==> config.mk <==
export PLATFORM = sky130hd
export DESIGN_NAME = cipher_uut_sequencer
export DESIGN_NICKNAME = d
export VERILOG_FILES = /design/src/rtl/cipher_seq_pkg.sv /design/src/rtl/cipher_uut_sequencer_sat_counter.sv /design/src/rtl/cipher_uut_sequencer.sv
export SDC_FILE = /design/constraint.sdc
export NUM_CORES = 1
export LEC_CHECK = 0
export CORE_AREA = 2 2 202 204
export CTS_BUF_LIST = sky130_fd_sc_hd__clkbuf_4
export CTS_CLUSTER_SIZE = 24
export DETAILED_ROUTE_END_ITERATION = 16
export DIE_AREA = 0 0 204 206
export PLACE_DENSITY = 0.76
export SKIP_CTS_REPAIR_TIMING = 1
export SLEW_MARGIN = 20
export SYNTH_ARGS = -nofsm -noshare
export SYNTH_HDL_FRONTEND = slang
export SYNTH_SLANG_ARGS = --single-unit
==> constraint.sdc <==
create_clock -name clk -period 2.3 [get_ports clk]
set_input_delay 0.46 -clock clk [delete_from_list [all_inputs] [get_ports clk]]
set_output_delay 0.46 -clock clk [all_outputs]
set_load 0.02 [all_outputs]
==> src/rtl/cipher_seq_pkg.sv <==
// Shared types and constants for the block-cipher UUT sequencer:
// command modes, controller states and the encrypt/decrypt polarity.
package cipher_seq_pkg;

    typedef enum logic [1:0] {
        MODE_ENC       = 2'd0,
        MODE_DEC       = 2'd1,
        MODE_ROUNDTRIP = 2'd2
    } mode_t;

    typedef enum logic [2:0] {
        S_IDLE    = 3'd0,
        S_PRE_RST = 3'd1,
        S_RUN     = 3'd2,
        S_CHECK   = 3'd3,
        S_REPORT  = 3'd4
    } state_t;

    localparam logic ENCDEC_ENC = 1'b0;
    localparam logic ENCDEC_DEC = 1'b1;

endpackage

==> src/rtl/cipher_uut_sequencer_sat_counter.sv <==
// Saturating latency counter with synchronous clear and a terminal-count
// flag raised when the count equals TIMEOUT_CYC.
module sat_counter #(
    parameter int CNT_W       = 16,
    parameter int TIMEOUT_CYC = 4096
) (
    input  logic             i_clk,
    input  logic             i_rst_n,
    input  logic             i_clr,
    input  logic             i_en,
    output logic [CNT_W-1:0] o_count,
    output logic             o_term
);

    localparam logic [CNT_W-1:0] CNT_MAX  = '1;
    localparam logic [CNT_W-1:0] CNT_ONE  = CNT_W'(1);
    localparam logic [CNT_W-1:0] CNT_TERM = CNT_W'(TIMEOUT_CYC);

    logic [CNT_W-1:0] r_count;

    // Count up while enabled, holding at the all-ones value
    always_ff @(posedge i_clk or negedge i_rst_n) begin
        if (!i_rst_n) begin
            r_count <= '0;
        end else if (i_clr) begin
            r_count <= '0;
        end else if (i_en && (r_count != CNT_MAX)) begin
            r_count <= r_count + CNT_ONE;
        end
    end

    assign o_count = r_count;
    assign o_term  = (r_count == CNT_TERM);

endmodule

==> src/rtl/cipher_uut_sequencer.sv <==
// Runs one test vector per command through a block-cipher UUT, measures
// latency, checks the output and returns a registered result record.
module cipher_uut_sequencer
    import cipher_seq_pkg::*;
#(
    parameter int BLOCK_W     = 64,
    parameter int KEY_W       = 80,
    parameter int CNT_W       = 16,
    parameter int TIMEOUT_CYC = 4096,
    parameter int RST_CYC     = 2
) (
    input  logic               clk,
    input  logic               rst,
    input  logic               cmd_valid,
    output logic               cmd_ready,
    input  logic [1:0]         cmd_mode,
    input  logic [BLOCK_W-1:0] cmd_block,
    input  logic [KEY_W-1:0]   cmd_key,
    input  logic [BLOCK_W-1:0] cmd_expected,
    output logic               res_valid,
    input  logic               res_ready,
    output logic               res_pass,
    output logic               res_timeout,
    output logic [CNT_W-1:0]   res_cycles,
    output logic [CNT_W-1:0]   res_cycles2,
    output logic [BLOCK_W-1:0] res_block,
    output logic               rst_uut,
    output logic               clk_en_uut,
    output logic [BLOCK_W-1:0] block_i_uut,
    output logic [KEY_W-1:0]   key_uut,
    output logic               encdec_uut,
    input  logic [BLOCK_W-1:0] block_o_uut,
    input  logic               end_uut
);

    localparam int               PRE_W    = $clog2(RST_CYC + 1);
    localparam logic [PRE_W-1:0] PRE_LAST = PRE_W'(RST_CYC - 1);
    localparam logic [PRE_W-1:0] PRE_ONE  = PRE_W'(1);

    state_t             r_state;
    state_t             w_next;
    logic               r_cmd_ready;
    logic               r_res_valid;
    logic               r_rst_uut;
    logic               r_clk_en;
    logic [PRE_W-1:0]   r_pre_cnt;
    logic [1:0]         r_mode;
    logic [BLOCK_W-1:0] r_cmd_block;
    logic [BLOCK_W-1:0] r_expected;
    logic [BLOCK_W-1:0] r_block_i;
    logic [BLOCK_W-1:0] r_capture;
    logic [KEY_W-1:0]   r_key;
    logic               r_encdec;
    logic               r_second;
    logic               r_pass;
    logic               r_timeout;
    logic [CNT_W-1:0]   r_cycles;
    logic [CNT_W-1:0]   r_cycles2;

    logic               w_accept;
    logic               w_end;
    logic               w_last_pre;
    logic               w_go_dec;
    logic [BLOCK_W-1:0] w_ref;
    logic               w_match;
    logic               w_cnt_clr;
    logic               w_cnt_en;
    logic [CNT_W-1:0]   w_count;
    logic               w_term;

    assign w_accept   = cmd_valid && r_cmd_ready && (r_state == S_IDLE);
    assign w_end      = end_uut && r_clk_en;
    assign w_last_pre = (r_pre_cnt == PRE_LAST);
    assign w_go_dec   = (r_mode == MODE_ROUNDTRIP) && !r_second;
    // The decrypt leg of a round trip must reproduce the original plaintext
    assign w_ref      = r_second ? r_cmd_block : r_expected;
    assign w_match    = (r_capture == w_ref);
    assign w_cnt_clr  = (r_state != S_RUN);
    assign w_cnt_en   = (r_state == S_RUN) && !w_end && !w_term;

    sat_counter #(
        .CNT_W       (CNT_W),
        .TIMEOUT_CYC (TIMEOUT_CYC)
    ) u_lat_cnt (
        .i_clk   (clk),
        .i_rst_n (rst),
        .i_clr   (w_cnt_clr),
        .i_en    (w_cnt_en),
        .o_count (w_count),
        .o_term  (w_term)
    );

    // Next-state decode
    always_comb begin
        w_next = r_state;
        case (r_state)
            S_IDLE: begin
                if (w_accept) w_next = S_PRE_RST;
                else          w_next = S_IDLE;
            end
            S_PRE_RST: begin
                if (w_last_pre) w_next = S_RUN;
                else            w_next = S_PRE_RST;
            end
            S_RUN: begin
                if (w_end)       w_next = S_CHECK;
                else if (w_term) w_next = S_REPORT;
                else             w_next = S_RUN;
            end
            S_CHECK: begin
                if (w_go_dec) w_next = S_PRE_RST;
                else          w_next = S_REPORT;
            end
            S_REPORT: begin
                if (res_ready) w_next = S_IDLE;
                else           w_next = S_REPORT;
            end
            default: w_next = S_IDLE;
        endcase
    end

    // State register; control outputs are decoded from the next state so they line up with it
    always_ff @(posedge clk or negedge rst) begin
        if (!rst) begin
            r_state     <= S_IDLE;
            r_cmd_ready <= 1'b0;
            r_res_valid <= 1'b0;
            r_rst_uut   <= 1'b1;
            r_clk_en    <= 1'b0;
        end else begin
            r_state     <= w_next;
            r_cmd_ready <= (w_next == S_IDLE);
            r_res_valid <= (w_next == S_REPORT);
            r_rst_uut   <= (w_next == S_IDLE) || (w_next == S_PRE_RST);
            r_clk_en    <= (w_next == S_PRE_RST) || (w_next == S_RUN);
        end
    end

    // UUT reset-hold cycle counter
    always_ff @(posedge clk or negedge rst) begin
        if (!rst) begin
            r_pre_cnt <= '0;
        end else if (r_state == S_PRE_RST) begin
            r_pre_cnt <= r_pre_cnt + PRE_ONE;
        end else begin
            r_pre_cnt <= '0;
        end
    end

    // Command latch, UUT stimulus, capture and result accumulation
    always_ff @(posedge clk or negedge rst) begin
        if (!rst) begin
            r_mode      <= 2'd0;
            r_cmd_block <= '0;
            r_expected  <= '0;
            r_block_i   <= '0;
            r_key       <= '0;
            r_encdec    <= ENCDEC_ENC;
            r_second    <= 1'b0;
            r_capture   <= '0;
            r_pass      <= 1'b0;
            r_timeout   <= 1'b0;
            r_cycles    <= '0;
            r_cycles2   <= '0;
        end else if (w_accept) begin
            r_mode      <= cmd_mode;
            r_cmd_block <= cmd_block;
            r_expected  <= cmd_expected;
            r_block_i   <= cmd_block;
            r_key       <= cmd_key;
            r_encdec    <= (cmd_mode == MODE_DEC) ? ENCDEC_DEC : ENCDEC_ENC;
            r_second    <= 1'b0;
            r_capture   <= '0;
            r_pass      <= 1'b1;
            r_timeout   <= 1'b0;
            r_cycles    <= '0;
            r_cycles2   <= '0;
        end else if ((r_state == S_RUN) && w_end) begin
            r_capture <= block_o_uut;
            if (r_second) r_cycles2 <= w_count;
            else          r_cycles  <= w_count;
        end else if ((r_state == S_RUN) && w_term) begin
            r_timeout <= 1'b1;
            r_pass    <= 1'b0;
            if (r_second) r_cycles2 <= w_count;
            else          r_cycles  <= w_count;
        end else if (r_state == S_CHECK) begin
            r_pass <= r_pass && w_match;
            if (w_go_dec) begin
                r_block_i <= r_capture;
                r_encdec  <= ENCDEC_DEC;
                r_second  <= 1'b1;
            end
        end
    end

    assign cmd_ready   = r_cmd_ready;
    assign res_valid   = r_res_valid;
    assign res_pass    = r_pass;
    assign res_timeout = r_timeout;
    assign res_cycles  = r_cycles;
    assign res_cycles2 = r_cycles2;
    assign res_block   = r_capture;
    assign rst_uut     = r_rst_uut;
    assign clk_en_uut  = r_clk_en;
    assign block_i_uut = r_block_i;
    assign key_uut     = r_key;
    assign encdec_uut  = r_encdec;

endmodule
==> results of run 1 <==
## layer usage
layer / track usage, % / vias to the layer above
met1: 31.25 / 7068
li1: - / 6654
met5: 0 / -
met2: 43.21 / 686
met3: 8.057 / 111
met4: 12.42 / 6
## worst paths after layout
path / to / cells past startpoint / start / slack (ns)
min in group asynchronous: r_cmd_block[3] / 2 / rst / 0.22
max in group asynchronous: rst_uut / 3 / rst / 1.29
worst max-delay path: res_cycles2[11] / 1 / res_cycles2[11] / 0.07
worst min register to register: r_pre_cnt[0] / 1 / r_pre_cnt[0] / 0.44
worst min-delay path: r_expected[33] / 3 / cmd_expected[33] / 0.18
worst max register to register: res_pass / 9 / r_second / 0.09
## stage by stage
stage | setup TNS [ns] | cell area (µm²)
after global placement | 0 | 23050
after global routing | -0.003259 | 24810
final | 0 | 24810
after CTS | -12.07 | 24320
after floorplan | 0 | 16780
after detailed placement | 0 | 23050
## placed cells by master (no fill, tap or decap), types with 12 or more instances in the layout
master	count
a22o_1	64
mux2_2	32
clkdlybuf4s50_1	369
xor2_1	46
o21ai_0	31
buf_12	19
dlymetal6s2s_1	155
clkbuf_4	146
o21ai_1	39
nor2_1	33
inv_1	12
nor3_1	13
mux2i_1	129
nand4_1	18
dfrtp_1	395
xnor2_1	31
clkinv_1	24
nand2_1	642
buf_4	43
## registers in the layout, summed over array words and instances, names as in the netlist, 2 cells and up
register / flops
block_i_uut: 64
res_block: 64
r_mode: 2
r_state: 3
r_expected: 64
r_pre_cnt: 2
res_cycles: 16
r_cmd_block: 64
res_cycles2: 16
u_lat_cnt.o_count: 16
key_uut: 80
## layout make-up
type	count	area [µm²]
fillers	3247	15370
multi-input cells	1135	6387
well taps	532	665.6
diodes	9	22.52
inverters	12	45.04
repair buffers	591	6425
clock inverters	31	178.9
clock buffers	146	1096
flip-flops and latches	399	9992
## power breakdown
part	total (mW)	internal (mW)	switching, mW
Sequential	12.1	9.90	2.24
Clock	6.03	3.12	2.91
Combinational	15.2	6.69	8.51
Total	33.4	19.7	13.7
## cell families after synthesis
group	count (synthesis)	synth area share [%]
muxes	161	9.841
buffers and inverters	102	2.788
DFF	399	59.50
xor gates and xnor gates	78	4.070
AOI/OAI and AO/OA	145	5.837
adders and majority gates	3	0.2237
and+or+nand+nor	748	17.74
==> flow_metrics.py, run 1 <==
metrics = {
    "run_status": {
        "status": "finished, final reports clean",
    },
    "placed_design": {
        "io_buffers": 525,
        "place_congestion": 0.9133,
        "dp.cells": 2667,
        "dp_hpwl_mm": 41.50,
        "post-place-ws_ns": 0.05602,
    },
    "routing": {
        "via_count": 14530,
        "top_layer": "met5",
        "drt_wl_total_mm": 56.70,
        "drc": 0,
        "post_drt_wl_per_cell_um": 19.86,
        "drt_first_pass_iters": 5,
        "via_per_inst": 5.088,
        "wl_met3_mm": 5.110,
        "drtIter0Drc": 802,
        "dr_wl_met2_mm": 27.99,
        "ant_nets": 0,
        "wl_met1_mm": 21.82,
    },
    "logic_synthesis": {
        "synthTopCellsByCount": "642 x nand2_1, 398 x dfrtp_1, 129 x mux2i_1, 64 x a22o_1, 47 x xor2_1",
        "syn_nets": 1918,
        "synth-async-reset-ratio_pct": 100.0,
        "synth_edf_count": 0,
        "syn_area_um2": 16780,
        "syn_avg_cell_area_um2": 10.26,
        "synthCells": 1636,
        "ys_seq_elements": 399,
        "synth_largest_area_cell": "dfrtp_1",
        "synth.area.top_cells": "dfrtp_1 59%, nand2_1 14%, mux2i_1 7.7%, a22o_1 3.3%, xor2_1 2.5%",
        "synth-main-ff-cell": "dfrtp_1",
        "synth_top_area_share_pct": 59.34,
        "synth_cell_types": 37,
        "synth.most_common_cell": "nand2_1",
        "yosysSeqAreaShare_pct": 59.50,
        "yosysWarnings": 0,
    },
    "clocking": {
        "clk-insertion-delay-late_ns": 0.81,
        "clk_pin_slew_worst_paths_ns": 0.07,
        "clock-root-buffer": "clkbuf_4",
        "cts_sinks": 399,
        "cts_tree": "done",
        "ctsHtreeMaxLevel": 3,
        "cts_made_buffers": 103,
        "cts.path.max_buffers": 3,
    },
    "critical_path": {
        "critPathKind": "flop to output pin",
        "path_buf_inv": 1,
        "worst_setup_path_start_kind": "flop",
        "path_cells": "clkdlybuf4s50_1",
        "cp.arrival_ns": 1.77,
        "path_max_fanout": 2,
        "critPathCaptureType": "output pin",
        "slowest_delay_ns": 0.62,
        "cpMaxStageDelayCell": "clkdlybuf4s50_1",
        "crit_family": "buffers and inverters",
        "required_ns": 1.84,
    },
    "timing": {
        "drv_slew": 0,
        "finalWorstSetupSlack_ns": 0.07017,
        "worst_slew_pin_slew_ns": 0.5366,
        "final-setup-viol-count": 0,
        "skew_ns": 0.05269,
        "holdWs_ns": 0.1805,
        "fmax_mhz": 448.5,
        "min_period_ns": 2.230,
        "finalHoldViolations": 0,
        "relSlewSlack_pct": 63.97,
        "period_share_pct": 96.95,
    },
    "layout": {
        "syn2layout_area_growth_pct": 47.84,
        "final_util_pct": 61.75,
        "nNetsFinal": 2524,
        "drive_above_1_share_pct": 11.50,
        "fin_cells": 2855,
    },
    "floorplanning": {
        "fp.dieArea_um2": 42020,
        "core_um2": 40180,
        "die_w_um": 204,
        "rows": 74,
        "die_h_um": 206,
        "ioPinCount": 526,
        "start_util_pct": 41.77,
    },
    "global_route": {
        "grt_pass1_vias": 14800,
        "grt_overflow": 0,
        "antenna_found_initial": 10,
        "gr-usage-all-layers_pct": 26.14,
        "grt_max_degree": 66,
        "grt_pass1_wl_mm": 83.87,
    },
    "power": {
        "p_total_mw": 33.37,
        "leakage_nw": 14.12,
        "worst_ir_drop_vdd_uv": 799.4,
        "pwr_density_cell_nw_per_um2": 1345,
    },
    "hold_path": {
        "hold_path_class": "primary input to flop",
    },
    "run": {
        "cap_violations": 0,
    },
}
Power figures use the tool's default switching activity.
==> run 2: changes to the inputs <==
--- a/config.mk
+++ b/config.mk
@@ -5,6 +5,7 @@
 export SDC_FILE = /design/constraint.sdc
 export NUM_CORES = 1
 export LEC_CHECK = 0
+export ABC_CLOCK_PERIOD_IN_PS = 2300
 export CORE_AREA = 2 2 202 204
 export CTS_BUF_LIST = sky130_fd_sc_hd__clkbuf_4
 export CTS_CLUSTER_SIZE = 24
==> results of run 2 <==
Final layout, timing and power as in run 1 (identical DEF).
==> run 3: changes to the inputs <==
--- a/config.mk
+++ b/config.mk
@@ -6,12 +6,13 @@
 export NUM_CORES = 1
 export LEC_CHECK = 0
 export ABC_CLOCK_PERIOD_IN_PS = 2300
-export CORE_AREA = 2 2 202 204
+export CORE_AREA = 2 2 206 208
 export CTS_BUF_LIST = sky130_fd_sc_hd__clkbuf_4
 export CTS_CLUSTER_SIZE = 24
 export DETAILED_ROUTE_END_ITERATION = 16
-export DIE_AREA = 0 0 204 206
-export PLACE_DENSITY = 0.76
+export DIE_AREA = 0 0 208 210
+export DONT_BUFFER_PORTS = 1
+export PLACE_DENSITY = 0.57
 export SKIP_CTS_REPAIR_TIMING = 1
 export SLEW_MARGIN = 20
 export SYNTH_ARGS = -nofsm -noshare
==> flow_metrics.py, run 3 (synthesis gave the netlist of run 1 again) <==
metrics = {
    "global_route": {
        "grt_overflow": 0,
        "grt_use_met1_pct": 28.23,
        "grt_pass1_wl_mm": 77.36,
        "antenna_found_initial": 4,
        "busiest_layer": "met2",
        "grtUsageMet2_pct": 38.27,
        "met3_usage_pct": 8.179,
        "grt_pass1_vias": 12730,
        "grt_max_degree": 400,
        "gr-usage-all-layers_pct": 23.41,
    },
    "timing": {
        "drv_slew": 0,
        "finalHoldViolations": 399,
        "fmax_mhz": 446.1,
        "worst_slew_pin_slew_ns": 1.076,
        "holdWs_ns": -0.6460,
        "skew_ns": 0.04444,
        "final-setup-viol-count": 0,
        "finalWorstSetupSlack_ns": 0.05850,
        "relSlewSlack_pct": 28.24,
        "period_share_pct": 97.46,
        "fin_setup_tns_ns": 0,
        "min_period_ns": 2.242,
    },
    "hold_path": {
        "hold_path_class": "primary input to asynchronous set/reset pin",
    },
    "layout": {
        "final_util_pct": 52.61,
        "nNetsFinal": 2265,
        "multi_input_area_um2": 6385,
        "final_cell_mix": "642 x nand2_1, 397 x dfrtp_1, 276 x dlygate4sd3_1",
        "drive_above_1_share_pct": 12.86,
        "regArea_um2": 9990,
        "largest_register_ffs": 80,
        "design_area_um2": 21820,
        "num-fill-cells": 3632,
        "final_common_cell": "nand2_1",
        "syn2layout_area_growth_pct": 30.02,
        "fin_cells": 2603,
    },
    "floorplanning": {
        "die_h_um": 210,
        "start_util_pct": 40.46,
        "die_w_um": 208,
        "core_um2": 41480,
        "fp.dieArea_um2": 43680,
        "ioPinCount": 526,
        "rows": 75,
    },
    "placed_design": {
        "placed_area_um2": 17600,
        "dp.cells": 2135,
        "post-place-ws_ns": 0.02494,
        "io_buffers": 0,
        "place_congestion": 0.8806,
        "dp_hpwl_mm": 36.49,
    },
    "critical_path": {
        "ff2ff_path_depth": 9,
        "required_ns": 3.02,
        "cp.arrival_ns": 2.96,
        "critPathCaptureType": "flop",
        "path_max_fanout": 14,
        "critPathKind": "flop to flop",
        "worst_setup_path_start_kind": "flop",
    },
    "clocking": {
        "cts_tree": "done",
        "cts_sinks": 399,
        "ctsHtreeMaxLevel": 3,
        "clock-root-buffer": "clkbuf_4",
        "cts.path.max_buffers": 3,
        "cts_made_buffers": 104,
        "clk_pin_slew_worst_paths_ns": 0.06,
        "clk-insertion-delay-late_ns": 0.83,
    },
    "power": {
        "worst_ir_drop_vdd_uv": 734.0,
        "pwr_density_cell_nw_per_um2": 1393,
        "p_total_mw": 30.41,
        "leakage_nw": 11.03,
    },
    "routing": {
        "drc": 0,
        "drt_first_pass_iters": 6,
        "via_count": 13440,
        "ant_nets": 0,
        "via_per_inst": 5.162,
        "drtIter0Drc": 1008,
        "drt_wl_total_mm": 54.99,
        "post_drt_wl_per_cell_um": 21.13,
    },
    "run_status": {
        "violations": "negative hold slack",
        "status": "complete, but fails checks",
    },
    "run": {
        "cap_violations": 0,
    },
}
-- run 3: path summary, 6_finish.rpt --
kind                         startpoint             to  slack [ns]
max in group asynchronous           rst    key_uut[35]        2.05
max                            r_second       res_pass        0.06
min                                 rst  res_block[10]       -0.65
max reg2reg                    r_second       res_pass        0.06
min in group clk              cmd_valid    res_timeout        0.20
min reg2reg                r_pre_cnt[0]   r_pre_cnt[0]        0.44
-- run 3: per-layer routing --
layer / up-vias / routed length, µm / share of wire [%]
met4: 0 / 1551 / 2.8
met2: 600 / 27010 / 49
li1: 6124 / - / -
met5: - / 0 / 0
met1: 6614 / 22240 / 40
met3: 98 / 4196 / 7.6
-- run 3: worst max-delay path: stages, from the launching register on --
cell and delay [ns]:
dfrtp_4 0.53, buf_16 0.19, mux2i_1 0.23, xor2_1 0.16
buf_4 0.18, nand4_1 0.15, nor4_2 0.25, buf_4 0.17
nand4_1 0.09, o21ai_0 0.18
-- run 3: final cells by class --
class | instances | share of cell area [%]
well taps | 539 | 3.090
repair buffers | 331 | 15.51
flip-flops and latches | 399 | 45.78
clock inverters | 26 | 0.7110
multi-input cells | 1135 | 29.26
inverters | 12 | 0.2064
diodes | 4 | 0.04587
clock buffers | 157 | 5.401
-- run 3: power breakdown --
part / switching, mW / internal [mW]
clock network: 2.92 / 3.32
registers: 4.78 / 9.86
logic: 5.47 / 4.06
